File: src/rtl/alu_arbiter_if.sv
// alu_arbiter_if: two request ports and one tagged response port of the shared ALU
interface alu_arbiter_if #(parameter int DATA_W = 32, parameter int ID_W = 1);
  logic              req0_valid, req0_ready;
  logic [2:0]        req0_op;
  logic [DATA_W-1:0] req0_a, req0_b;
  logic              req1_valid, req1_ready;
  logic [2:0]        req1_op;
  logic [DATA_W-1:0] req1_a, req1_b;
  logic              rsp_valid, rsp_ready;
  logic [ID_W-1:0]   rsp_id;
  logic [DATA_W-1:0] rsp_data;
  logic              rsp_zero;
  modport master (
    output req0_valid, req0_op, req0_a, req0_b, req1_valid, req1_op, req1_a, req1_b, rsp_ready,
    input  req0_ready, req1_ready, rsp_valid, rsp_id, rsp_data, rsp_zero
  );
  modport slave (
    input  req0_valid, req0_op, req0_a, req0_b, req1_valid, req1_op, req1_a, req1_b, rsp_ready,
    output req0_ready, req1_ready, rsp_valid, rsp_id, rsp_data, rsp_zero
  );
endinterface

File: src/rtl/alu_arbiter.sv
// alu_arbiter: round-robin sharing of one ALU between two requesters into a tagged result slot.
// Defining ALU_ARB_STATS_EN adds saturating per-requester accept counters grant_cnt0/grant_cnt1.
module alu_arbiter #(
  parameter int DATA_W = 32,
  parameter int ID_W   = 1
) (
  input logic clk,
  input logic reset,
  alu_arbiter_if.slave bus
`ifdef ALU_ARB_STATS_EN
  ,
  output logic [15:0] grant_cnt0,
  output logic [15:0] grant_cnt1
`endif
);
  typedef enum logic {EMPTY, FULL} state_t;
  state_t state, state_nxt;
  logic last_grant, grant, can_accept, ready0, ready1, accept;
  logic [2:0] op;
  logic [DATA_W-1:0] a, b, result;
  function automatic logic [DATA_W-1:0] alu(input logic [2:0] f, input logic [DATA_W-1:0] x, input logic [DATA_W-1:0] y);
    return f == 3'b000 ? x + y :
           f == 3'b001 ? x - y :
           f == 3'b010 ? x | y :
           f == 3'b011 ? DATA_W'({y[15:0], x[15:0]}) :
           f == 3'b100 ? (y >= DATA_W'(DATA_W) ? '0 : x << y) : '0;
  endfunction
  always_comb begin
    grant = (bus.req0_valid & bus.req1_valid) ? ~last_grant : bus.req1_valid;
    can_accept = (state == EMPTY) | bus.rsp_ready;
    ready0 = can_accept & ~grant & bus.req0_valid;
    ready1 = can_accept & grant & bus.req1_valid;
    accept = ready0 | ready1;
    op = grant ? bus.req1_op : bus.req0_op;
    a = grant ? bus.req1_a : bus.req0_a;
    b = grant ? bus.req1_b : bus.req0_b;
    result = alu(op, a, b);
    state_nxt = (accept | ((state == FULL) & ~bus.rsp_ready)) ? FULL : EMPTY;
  end
  assign bus.req0_ready = ready0;
  assign bus.req1_ready = ready1;
  assign bus.rsp_valid = state == FULL;
  always_ff @(posedge clk) begin
    if (reset) begin
      state <= EMPTY;
      last_grant <= 1'b1;
      bus.rsp_id <= '0;
      bus.rsp_data <= '0;
      bus.rsp_zero <= 1'b0;
    end else begin
      state <= state_nxt;
      if (accept) begin
        last_grant <= grant;
        bus.rsp_id <= ID_W'(grant);
        bus.rsp_data <= result;
        bus.rsp_zero <= (op == 3'b001) & (result == '0);
      end
    end
  end
`ifdef ALU_ARB_STATS_EN
  always_ff @(posedge clk) begin
    if (reset) begin
      grant_cnt0 <= '0;
      grant_cnt1 <= '0;
    end else begin
      if (ready0 && grant_cnt0 != 16'hFFFF) grant_cnt0 <= grant_cnt0 + 16'd1;
      if (ready1 && grant_cnt1 != 16'hFFFF) grant_cnt1 <= grant_cnt1 + 16'd1;
    end
  end
`endif
endmodule

File: src/flat_wrapper.sv
// flat-port wrapper written by rule: the top's interface ports become plain ports
module alu_arbiter_flat 
#(
  parameter int DATA_W = 32,
  parameter int ID_W   = 1
)
  (clk, reset, bus_req0_valid, bus_req0_op, bus_req0_a, bus_req0_b, bus_req1_valid, bus_req1_op, bus_req1_a, bus_req1_b, bus_rsp_ready, bus_req0_ready, bus_req1_ready, bus_rsp_valid, bus_rsp_id, bus_rsp_data, bus_rsp_zero);
  alu_arbiter_if #(.DATA_W(DATA_W), .ID_W(ID_W)) bus_i ();
  input logic clk;
  input logic reset;
  input wire logic [$bits(bus_i.req0_valid)-1:0] bus_req0_valid;
  input wire logic [$bits(bus_i.req0_op)-1:0] bus_req0_op;
  input wire logic [$bits(bus_i.req0_a)-1:0] bus_req0_a;
  input wire logic [$bits(bus_i.req0_b)-1:0] bus_req0_b;
  input wire logic [$bits(bus_i.req1_valid)-1:0] bus_req1_valid;
  input wire logic [$bits(bus_i.req1_op)-1:0] bus_req1_op;
  input wire logic [$bits(bus_i.req1_a)-1:0] bus_req1_a;
  input wire logic [$bits(bus_i.req1_b)-1:0] bus_req1_b;
  input wire logic [$bits(bus_i.rsp_ready)-1:0] bus_rsp_ready;
  output wire logic [$bits(bus_i.req0_ready)-1:0] bus_req0_ready;
  output wire logic [$bits(bus_i.req1_ready)-1:0] bus_req1_ready;
  output wire logic [$bits(bus_i.rsp_valid)-1:0] bus_rsp_valid;
  output wire logic [$bits(bus_i.rsp_id)-1:0] bus_rsp_id;
  output wire logic [$bits(bus_i.rsp_data)-1:0] bus_rsp_data;
  output wire logic [$bits(bus_i.rsp_zero)-1:0] bus_rsp_zero;
  assign bus_i.req0_valid = bus_req0_valid;
  assign bus_i.req0_op = bus_req0_op;
  assign bus_i.req0_a = bus_req0_a;
  assign bus_i.req0_b = bus_req0_b;
  assign bus_i.req1_valid = bus_req1_valid;
  assign bus_i.req1_op = bus_req1_op;
  assign bus_i.req1_a = bus_req1_a;
  assign bus_i.req1_b = bus_req1_b;
  assign bus_i.rsp_ready = bus_rsp_ready;
  assign bus_req0_ready = bus_i.req0_ready;
  assign bus_req1_ready = bus_i.req1_ready;
  assign bus_rsp_valid = bus_i.rsp_valid;
  assign bus_rsp_id = bus_i.rsp_id;
  assign bus_rsp_data = bus_i.rsp_data;
  assign bus_rsp_zero = bus_i.rsp_zero;
  alu_arbiter #(.DATA_W(DATA_W), .ID_W(ID_W)) u_core (.clk(clk), .reset(reset), .bus(bus_i));
endmodule
File: config.mk
export PLATFORM = sky130hd
export DESIGN_NAME = alu_arbiter_flat
export DESIGN_NICKNAME = d
export VERILOG_FILES = /design/src/rtl/alu_arbiter_if.sv /design/src/rtl/alu_arbiter.sv /design/src/flat_wrapper.sv
export SDC_FILE = /design/constraint.sdc
export NUM_CORES = 1
export LEC_CHECK = 0
export CAP_MARGIN = 20
export CORE_MARGIN = 2
export CORE_UTILIZATION = 34
export DETAILED_ROUTE_END_ITERATION = 16
export GPL_ROUTABILITY_DRIVEN = 0
export MAX_ROUTING_LAYER = met4
export PLACE_DENSITY_LB_ADDON = 0.08
export SYNTH_ARGS = -nofsm -noshare
export SYNTH_HDL_FRONTEND = slang
export SYNTH_SLANG_ARGS = --single-unit
export TNS_END_PERCENT = 20
File: constraint.sdc
create_clock -name clk -period 7.9 [get_ports clk]
set_input_delay 1.58 -clock clk [delete_from_list [all_inputs] [get_ports clk]]
set_output_delay 1.58 -clock clk [all_outputs]
set_load 0.1 [all_outputs]
# [Yosys cells after proc, flatten, opt, wreduce, memory -nomap -nowiden]
# Cells that the tools add are included.
[classes] addsub=2 magnitude_cmp=1 n_eq_ne=4 shift=1 n_mux=11 bitwise=15 n_reduce_logical=2
[op_table] op="2-to-1 mux 32 bit" count=8
[op_table] op="adder 32 bit" count=1
[op_table] op="greater-or-equal comparator 32 x 6 -> 1 bit (second input constant)" count=1
[op_table] op="zero test 32 bit" count=1
[op_table] op="bitwise OR 32 bit" count=1
[op_table] op="<< shifter 32 x 32 -> 32 bit" count=1
[op_table] op="subtractor 32 bit" count=1
[op_table] op="bitwise AND 1 bit" count=7
[op_table] op="== test 3 x 2 -> 1 bit (second input constant)" count=2
[op_table] op="inverter 1 bit" count=4
[op_table] op="== test 3 x 1 -> 1 bit (second input constant)" count=1
[op_table] op="== test 3 bit (second input constant)" count=1
[op_table] op="zero test 3 bit" count=1
[op_table] op="2-to-1 mux 3 bit" count=1
[op_table] op="bitwise OR 1 bit" count=3
[op_table] op="2-to-1 mux 1 bit" count=2
[word_totals] reg_bits=36 input_bits=139 output_inout_bits=37 word_cells=41

# [Depth between registers and ports, before layout]
# Gate-level depths: netlist of run 1.
[logic_depth] word_depth=12 mapped_depth=23 depth_no_buf=18

# [Worst setup path after synthesis of run 1]
# No wires, ideal clock.
[synth_timing] path_type="input-to-reg" start="input bus_req1_valid" end="register u_core.bus.rsp_zero" setup_ns=0.061 arrival_time_ns=6.831 t_required_ns=7.839 slack_ns=1.008 path_stages=22 n_path_buf=7 cell_sequence="a21bo_4 buf_8 buf_2 buf_1 buf_1 buf_1 clkbuf_1 nand2_1 and2_1 ha_1 clkbuf_1 nor4bb_1 nand4_1 or3_1 o31a_1 a21boi_0 o32a_1 a21o_1 nand3_1 or4_1 a2111oi_1 a31o_1"
[synth_between] elab_chain_len=12 word_cells_on_any_way=29 classes_between="add/sub (2); order compare (1); eq/ne (4); shift (1); mux (10); bitwise (9); reduce/logical (2)"
[synth_lines] item="start: declaration" line="flat_wrapper.sv:15" source="input wire logic [$bits(bus_i.req1_valid)-1:0] bus_req1_valid;"
[synth_lines] item="bitwise AND 1 bit" line="alu_arbiter.sv:29" source="grant = (bus.req0_valid & bus.req1_valid) ? ~last_grant : bus.req1_valid;"
[synth_lines] item="2-to-1 mux 1 bit" line="alu_arbiter.sv:29"
[synth_lines] item="2-to-1 mux 32 bit, on equally long branches" line="alu_arbiter.sv:36, alu_arbiter.sv:35"
[synth_lines] item="greater-or-equal comparator 32 x 6 -> 1 bit or << shifter 32 x 32 -> 32 bit (tied branches)" line="alu_arbiter.sv:26" source="f == 3'b100 ? (y >= DATA_W'(DATA_W) ? '0 : x << y) : '0;"
[synth_lines] item="2-to-1 mux 32 bit (2 in series)" line="alu_arbiter.sv:26"
[synth_lines] item="2-to-1 mux 32 bit" line="alu_arbiter.sv:25" source="f == 3'b011 ? DATA_W'({y[15:0], x[15:0]}) :"
[synth_lines] item="2-to-1 mux 32 bit" line="alu_arbiter.sv:24" source="f == 3'b010 ? x | y :"
[synth_lines] item="2-to-1 mux 32 bit" line="alu_arbiter.sv:23" source="f == 3'b001 ? x - y :"
[synth_lines] item="2-to-1 mux 32 bit" line="alu_arbiter.sv:22" source="return f == 3'b000 ? x + y :"
[synth_lines] item="zero test 32 bit" line="alu_arbiter.sv:56" source="bus.rsp_zero <= (op == 3'b001) & (result == '0);"
[synth_lines] item="bitwise AND 1 bit" line="alu_arbiter.sv:56"
[synth_lines] item="end signal: assignment" line="alu_arbiter.sv:56"
[synth_lines] item="end: declaration" line="alu_arbiter_if.sv:19" source="output req0_ready, req1_ready, rsp_valid, rsp_id, rsp_data, rsp_zero"
# Several ways; a longest one is shown, not always the timed one.
# A chain may end at the register's enable or synchronous reset.

# [Final worst setup path of run 1]
[layout_timing] start="input bus_req0_valid" end="register u_core.bus.rsp_zero"
[layout_between] elab_chain_len=12 word_cells_on_any_way=29 classes_between="add/sub (2); order compare (1); eq/ne (4); shift (1); mux (10); bitwise (9); reduce/logical (2)"
[layout_lines] item="start: declaration" line="flat_wrapper.sv:11" source="input wire logic [$bits(bus_i.req0_valid)-1:0] bus_req0_valid;"
[layout_lines] item="bitwise AND 1 bit" line="alu_arbiter.sv:29"
[layout_lines] item="2-to-1 mux 1 bit" line="alu_arbiter.sv:29"
[layout_lines] item="2-to-1 mux 32 bit, on equally long branches" line="alu_arbiter.sv:36, alu_arbiter.sv:35"
[layout_lines] item="greater-or-equal comparator 32 x 6 -> 1 bit or << shifter 32 x 32 -> 32 bit (tied branches)" line="alu_arbiter.sv:26"
[layout_lines] item="2-to-1 mux 32 bit (2 in series)" line="alu_arbiter.sv:26"
[layout_lines] item="2-to-1 mux 32 bit" line="alu_arbiter.sv:25"
[layout_lines] item="2-to-1 mux 32 bit" line="alu_arbiter.sv:24"
[layout_lines] item="2-to-1 mux 32 bit" line="alu_arbiter.sv:23"
[layout_lines] item="2-to-1 mux 32 bit" line="alu_arbiter.sv:22"
[layout_lines] item="zero test 32 bit" line="alu_arbiter.sv:56"
[layout_lines] item="bitwise AND 1 bit" line="alu_arbiter.sv:56"
# Several ways; a longest one is shown, not always the timed one.

==> results of run 1 <==
## kinds of logic (layout without fill, tap and decap cells)
family	after synthesis	count (layout)	synth area share, %
and+or+nand+nor	530	530	25.1
AOI/OAI and AO/OA	396	396	27.5
buffers and inverters	178	319	7.52
muxes	158	158	17.6
adders and majority gates	96	96	12.6
DFF	36	36	7.48
xor gates and xnor gates	24	24	2.18
## final timing paths
check | from | endpoint | slack (ns)
worst max register to register | u_core.last_grant | u_core.bus.rsp_zero | 2.01
worst max-delay path | bus_req0_valid | u_core.bus.rsp_zero | 0.48
worst min-delay path | u_core.bus.rsp_data[1] | u_core.bus.rsp_data[1] | 0.45
worst min register to register | u_core.bus.rsp_data[1] | u_core.bus.rsp_data[1] | 0.45
## critical path, delay by kind of cell
kind	cells	cell delay (ns)
AO/OA/AOI/OAI	7	2.48
buffers and inverters	4	1.23
AND/OR/NAND/NOR	5	1.16
multiplexers	1	0.68
adder cells (fa/ha/maj)	1	0.47
## power by group through the flow
stage	clock network (uW)	logic, uW	registers (uW)
after floorplan	0	727	363
after global placement	0	1290	219
after detailed placement	0	1290	219
after CTS	225	1300	216
after global routing	236	1410	217
final	220	1320	215
## sequential cells by signal, indices dropped and copies added, names as in the netlist
name / cells
u_core.last_grant: 1
u_core.bus.rsp_data: 32
u_core.bus.rsp_valid: 1
u_core.bus.rsp_id: 1
u_core.bus.rsp_zero: 1
## cell usage after synthesis (15+ instances only)
cell type	number	area, um^2
ha_1	94	1180
a31oi_1	16	100
and2_1	16	100
dfxtp_1	36	721
xnor2_1	19	166
nand2b_1	15	93.8
nor3_1	38	190
o211ai_1	19	143
a211oi_1	36	270
o21ai_0	68	340
clkbuf_1	55	206
inv_1	87	327
nor2_1	134	503
o22ai_1	15	93.8
nand3_1	26	130
mux2i_1	130	1300
mux2_2	19	214
a21oi_1	105	526
nand2_1	214	803
nor4_1	21	131
## through the flow
step	power, uW	worst slack [ns]	util, %	cells	hold WS [ns]
after global placement	1510	0.450	42.6	1929	0.447
after floorplan	1090	1.01	-	1418	0.499
after CTS	1740	0.616	43.2	1937	0.459
final	1750	0.477	43.2	1937	0.454
after detailed placement	1510	0.339	42.6	1929	0.451
after global routing	1860	0.154	43.2	1937	0.475
## metal layers
layer	up-vias	global-route usage [%]
met3	108	5.15
met1	5347	35.8
met4	0	13.4
li1	5422	-
met2	540	46.7
met5	-	-
## cell type report
class                      count  area [um^2]  area share [%]
tap                          378          473            3.93
timing repair buffer         219         2100            17.4
sequential                    36          721            5.99
clock inverter                 3         42.5           0.354
inverter                      92          345            2.87
clock buffer                   5          125            1.04
multi-input combinational   1204         8220            68.4
==> qor.csv, run 1 <==
metric,value,unit
crit_slowest_cell,mux2i_1,
antenna_found_initial,0,
routed_wl,42700,um
p_switching,936,uW
wl_met2,19400,um
startpoint_type,primary input,
synth_edf_count,0,
ctsHoldBuffers,0,
grtUsageTotal,29.2,%
p_int,815,uW
yosysWarningCount,0,
synth_cell_type_count,86,
period_share,94.0,%
p_clk_share,12.6,%
seq_power_share,12.3,%
num_antenna_cells,0,
timing.final.max_slew_violations,0,
cpPeakStageDelay,0.68,ns
routed-via-count,11400,
drt-wirelength-per-cell,22.1,um
hold_class,reg -> reg,
core_area,27900,um^2
dr.pass1.iters,5,
drc_errors,0,
area_growth,24.9,%
min_period,7.42,ns
power_density,146,nW/um^2
place_area,11900,um^2
grt-ovfl-total,0,
htreeDepth,2,
skew,0.00632,ns
postRouteAntennaNets,0,
layout_common_cells,"nand2_1, clkdlybuf4s50_1, nor2_1, mux2i_1, a21oi_1",
clkLatencyLatePin,0.28,ns
io_pins,176,
ys_ff_latch,36,
power_frac_comb,75.1,%
synth_area,9630,um^2
p_leak,0.00520,uW
routed.top_layer,met4,
postLayoutCellArea,12000,um^2
rows,61,
tns,0,ns
syn-num-nets,1653,
hold_violations,0,
wl_met3,3320,um
path_clk_slew,0.06,ns
io_buffer_count,175,
min_path_cells,2,
cts.sinks,36,
cts-root-buf,clkbuf_16,
postSynth.asyncResetShare,0,%
synthCells,1418,
via_per_inst,5.89,
cts_buffers,5,
crit_type,in -> reg,
cp_max_fo,32,
cts_max_path_buffers,2,
max_freq,0.135,GHz
start_util,34.6,%
r2r_cells,17,
swShare,53.5,%
worst-slew-pin-transition,1.05,ns
grt_pass1_wl,63900,um
cts_tree,done,
postCtsSetupRepairBufs,0,
final_common_cell,nand2_1,
fill_cells,2942,
drv_cap,0,
setup_violations,0,
cp.required,8.12,ns
drive_above_1_share,6.67,%
outcome,completed,
crit_arrival,7.64,ns
ctsResizeCount,0,
drt_iter0_markers,968,
die_h,172,um
ys_seq_area_share,7.48,%
die_w,172,um
cp_cell_sequence,clkdlybuf4s50_1 -> a21bo_4 -> buf_12 -> buf_4 -> mux2i_1 -> ha_1 -> nand2_1 -> or3_1 -> a2111oi_0 -> buf_4 -> or2_2 -> a31oi_1 -> o41ai_1 -> nor2_1 -> nor3_1 -> o2111ai_1 -> a2111oi_1 -> a31o_1,
wl_met1,17800,um
fp.dieArea,29700,um^2
postSynthAreaPerCell,6.79,um^2
grt_pass1_vias,11000,
synthFlopType,dfxtp_1,
peakVddDrop,0.000137,V
grt_start_max_net_pins,45,
rsz0062_at_grt,no,
cp-end-kind,flip-flop,
worst_path_most_repeated_cell,buf_4,
nets,1793,
post-dp-hpwl,35300,um
max_slew_margin,29.5,%
Power figures use the tool's default switching activity.
==> run 2, diff against run 1 <==
- GPL_TIMING_DRIVEN: unset -> 0
- SLEW_MARGIN: unset -> 5
==> run 2 against run 1 <==
Sequential share of layout area fell by 0.091 points. First-iteration DRC count rose by 42%. Clock power fell by 10%. Hold slack got worse by 0.0018 ns. Core utilization rose by 0.66 points. Routed wire length rose by 8.3%. Cell count rose by 2.0%. Critical path depth rose by 2. Clock skew fell by 0.0045 ns. Total power rose by 1.8%. Via count rose by 3.1%. Critical endpoint unchanged. Largest cell class unchanged.
==> qor.csv, run 2 (same netlist as run 1, synthesis figures left out) <==
metric,value,unit,change
min_path_cells,2,,unchanged
drv_cap,0,,unchanged
crit_buf_inv,6,,+2
peakVddDrop,0.0000824,V,-40%
fill_cells,2979,,+1.3%
top_usage_layer,met2,,
cp.required,8.13,ns,about the same
drc_errors,0,,unchanged
max_slew_margin,21.4,%,-8.2 points
die_h,172,um,unchanged
hold_violations,0,,unchanged
critPathTopFamily,compound AO/OA/AOI/OAI gates,,
post-dp-hpwl,38800,um,+9.7%
path_clk_slew,0.05,ns,about the same
rows,61,,unchanged
grt_start_max_net_pins,21,,-53%
die_w,172,um,unchanged
drt_iter0_markers,1375,,+42%
cts.sinks,36,,unchanged
grt_pass1_vias,11300,,+3.1%
area_growth,26.8,%,
r2r_slack,1.66,ns,-0.35 ns
postRouteAntennaNets,0,,unchanged
worst-slew-pin-transition,1.17,ns,+0.128 ns
outcome,completed,,
num_antenna_cells,0,,unchanged
cts-root-buf,clkbuf_16,,
cp-startpoint,bus_req0_valid,,
ctsHoldBuffers,0,,unchanged
cts_max_path_buffers,2,,unchanged
largest_reg_flops,32,,unchanged
nets,1832,,+2.2%
min_period,7.76,ns,+0.335 ns
final_common_cell,nand2_1,,
place_inst,1970,,+2.1%
finalNonFillerCells,1976,,+2.0%
startpoint_type,primary input,,
met3_usage,2.93,%,-2.2 points
worst_path_most_repeated_cell,clkbuf_2,,
routed_wl,46300,um,+8.3%
routed-via-count,11800,,+3.1%
start_util,34.6,%,unchanged
htreeDepth,2,,unchanged
period_share,98.2,%,+4.2 points
largest-register,u_core.bus.rsp_data,,
cp_max_fo,11,,-66%
layout_common_cells,"nand2_1, clkdlybuf4s50_1, nor2_1, mux2i_1, a21oi_1",,
fp.dieArea,29700,um^2,unchanged
cp-end-kind,flip-flop,,
cp.depth,20,,+2
cts_tree,done,,
grt_pass1_wl,68700,um,+7.6%
reg2reg_to,u_core.bus.rsp_zero,,
crit_slowest_cell,clkdlybuf4s50_1,,
max_freq,0.129,GHz,-4.3%
setup_violations,0,,unchanged
grt-ovfl-total,0,,unchanged
worstSetupEndpoint,u_core.bus.rsp_zero,,
timing.final.max_slew_violations,0,,unchanged
cp_cell_sequence,clkdlybuf4s50_1 -> a21bo_4 -> buf_8 -> mux2i_1 -> clkbuf_1 -> clkbuf_2 -> clkbuf_2 -> ha_1 -> inv_1 -> nor4_1 -> o31ai_2 -> a2111oi_2 -> or2_2 -> a31oi_1 -> o41ai_2 -> a21o_1 -> a21oi_1 -> xnor2_1 -> a2111oi_1 -> a31o_1,,
crit_arrival,7.99,ns,+0.35 ns
cts_buffers,5,,unchanged
r2r-start,u_core.last_grant,,
dr.pass1.iters,6,,+1
grtUsageTotal,31.7,%,+2.5 points
antenna_found_initial,0,,unchanged
drt-wirelength-per-cell,23.4,um,+6.1%
hold_class,reg -> reg,,
cpPeakStageDelay,0.62,ns,-0.06 ns
drive_above_1_share,6.82,%,+0.15 points
power_density,146,nW/um^2,+0.27%
grtUsageMet1,42.0,%,+6.2 points
grt_util_met2,49.7,%,+2.9 points
clkLatencyLatePin,0.28,ns,about the same
io_pins,176,,unchanged
io_buffer_count,173,,-1.1%
core_area,27900,um^2,unchanged
via_per_inst,5.96,,+1.1%
tns,0,ns,unchanged
skew,0.00185,ns,-0.00448 ns
r2r_cells,19,,+2
p_leak,0.00520,uW,about the same
crit_type,in -> reg,,
-- run 2: timing repair --
| action | CTS | global route |
|---|---|---|
| buffers inserted | 0 | 4 |
| gates resized for setup | 35 | 30 |
| gates cloned | 0 | 0 |
| pin swaps | 0 | 2 |
| endpoints found under the setup margin | 21 | 3 |
-- run 2: cell type report --
type / count / area (um^2) / area share (%)
multi-input cells: 1204 / 8360 / 68.5
repair buffers: 178 / 1770 / 14.5
flip-flops and latches: 36 / 721 / 5.90
well taps: 378 / 473 / 3.87
plain buffers: 80 / 394 / 3.23
inverters: 92 / 345 / 2.83
clock buffers: 8 / 146 / 1.20
-- run 2: layer usage --
layer / vias to the layer above / share of wire [%] / wire (um)
li1: 5508 / - / -
met1: 5498 / 43 / 20100
met2: 657 / 43 / 20100
met3: 109 / 8.0 / 3720
met4: 0 / 5.2 / 2410
met5: - / 0 / 0
-- run 2: worst min-delay path by stage --
stage / startpoint / endpoint
floorplan: u_core.last_grant / u_core.last_grant
global placement: u_core.bus.rsp_data[1] / u_core.bus.rsp_data[1]
detailed placement: u_core.bus.rsp_data[1] / u_core.bus.rsp_data[1]
CTS: u_core.bus.rsp_data[12] / u_core.bus.rsp_data[12]
global route: u_core.bus.rsp_data[14] / u_core.bus.rsp_data[14]
finish: u_core.bus.rsp_data[1] / u_core.bus.rsp_data[1]
-- run 2: metrics by stage --
step	utilization, %	area, um^2	hold WS, ns	power (uW)	worst slack (ns)
4_1_cts	43.4	12100	0.456	1740	0.0118
6_report	43.8	12200	0.452	1780	0.142
3_5_place_dp	42.5	11800	0.449	1520	-2.00
2_1_floorplan	-	9630	0.499	1090	1.01
5_1_grt	43.8	12200	0.476	1890	-0.00584
3_3_place_gp	42.5	11800	0.447	1520	-2.05
-- run 2: worst min-delay path, delay by kind of cell, from the launching register on --
| family | cells | cell delay, ns |
|---|---|---|
| AO/OA/AOI/OAI | 1 | 0.05 |
| AND/OR/NAND/NOR | 1 | 0.05 |
| flip-flops | 1 | 0.30 |
-- run 2: where the power goes --
group	total [uW]	internal [uW]	switching, uW	leakage (uW)
clock	198	126	72.1	0.0000712
combinational	1370	470	901	0.00483
sequential	215	203	12.0	0.000298
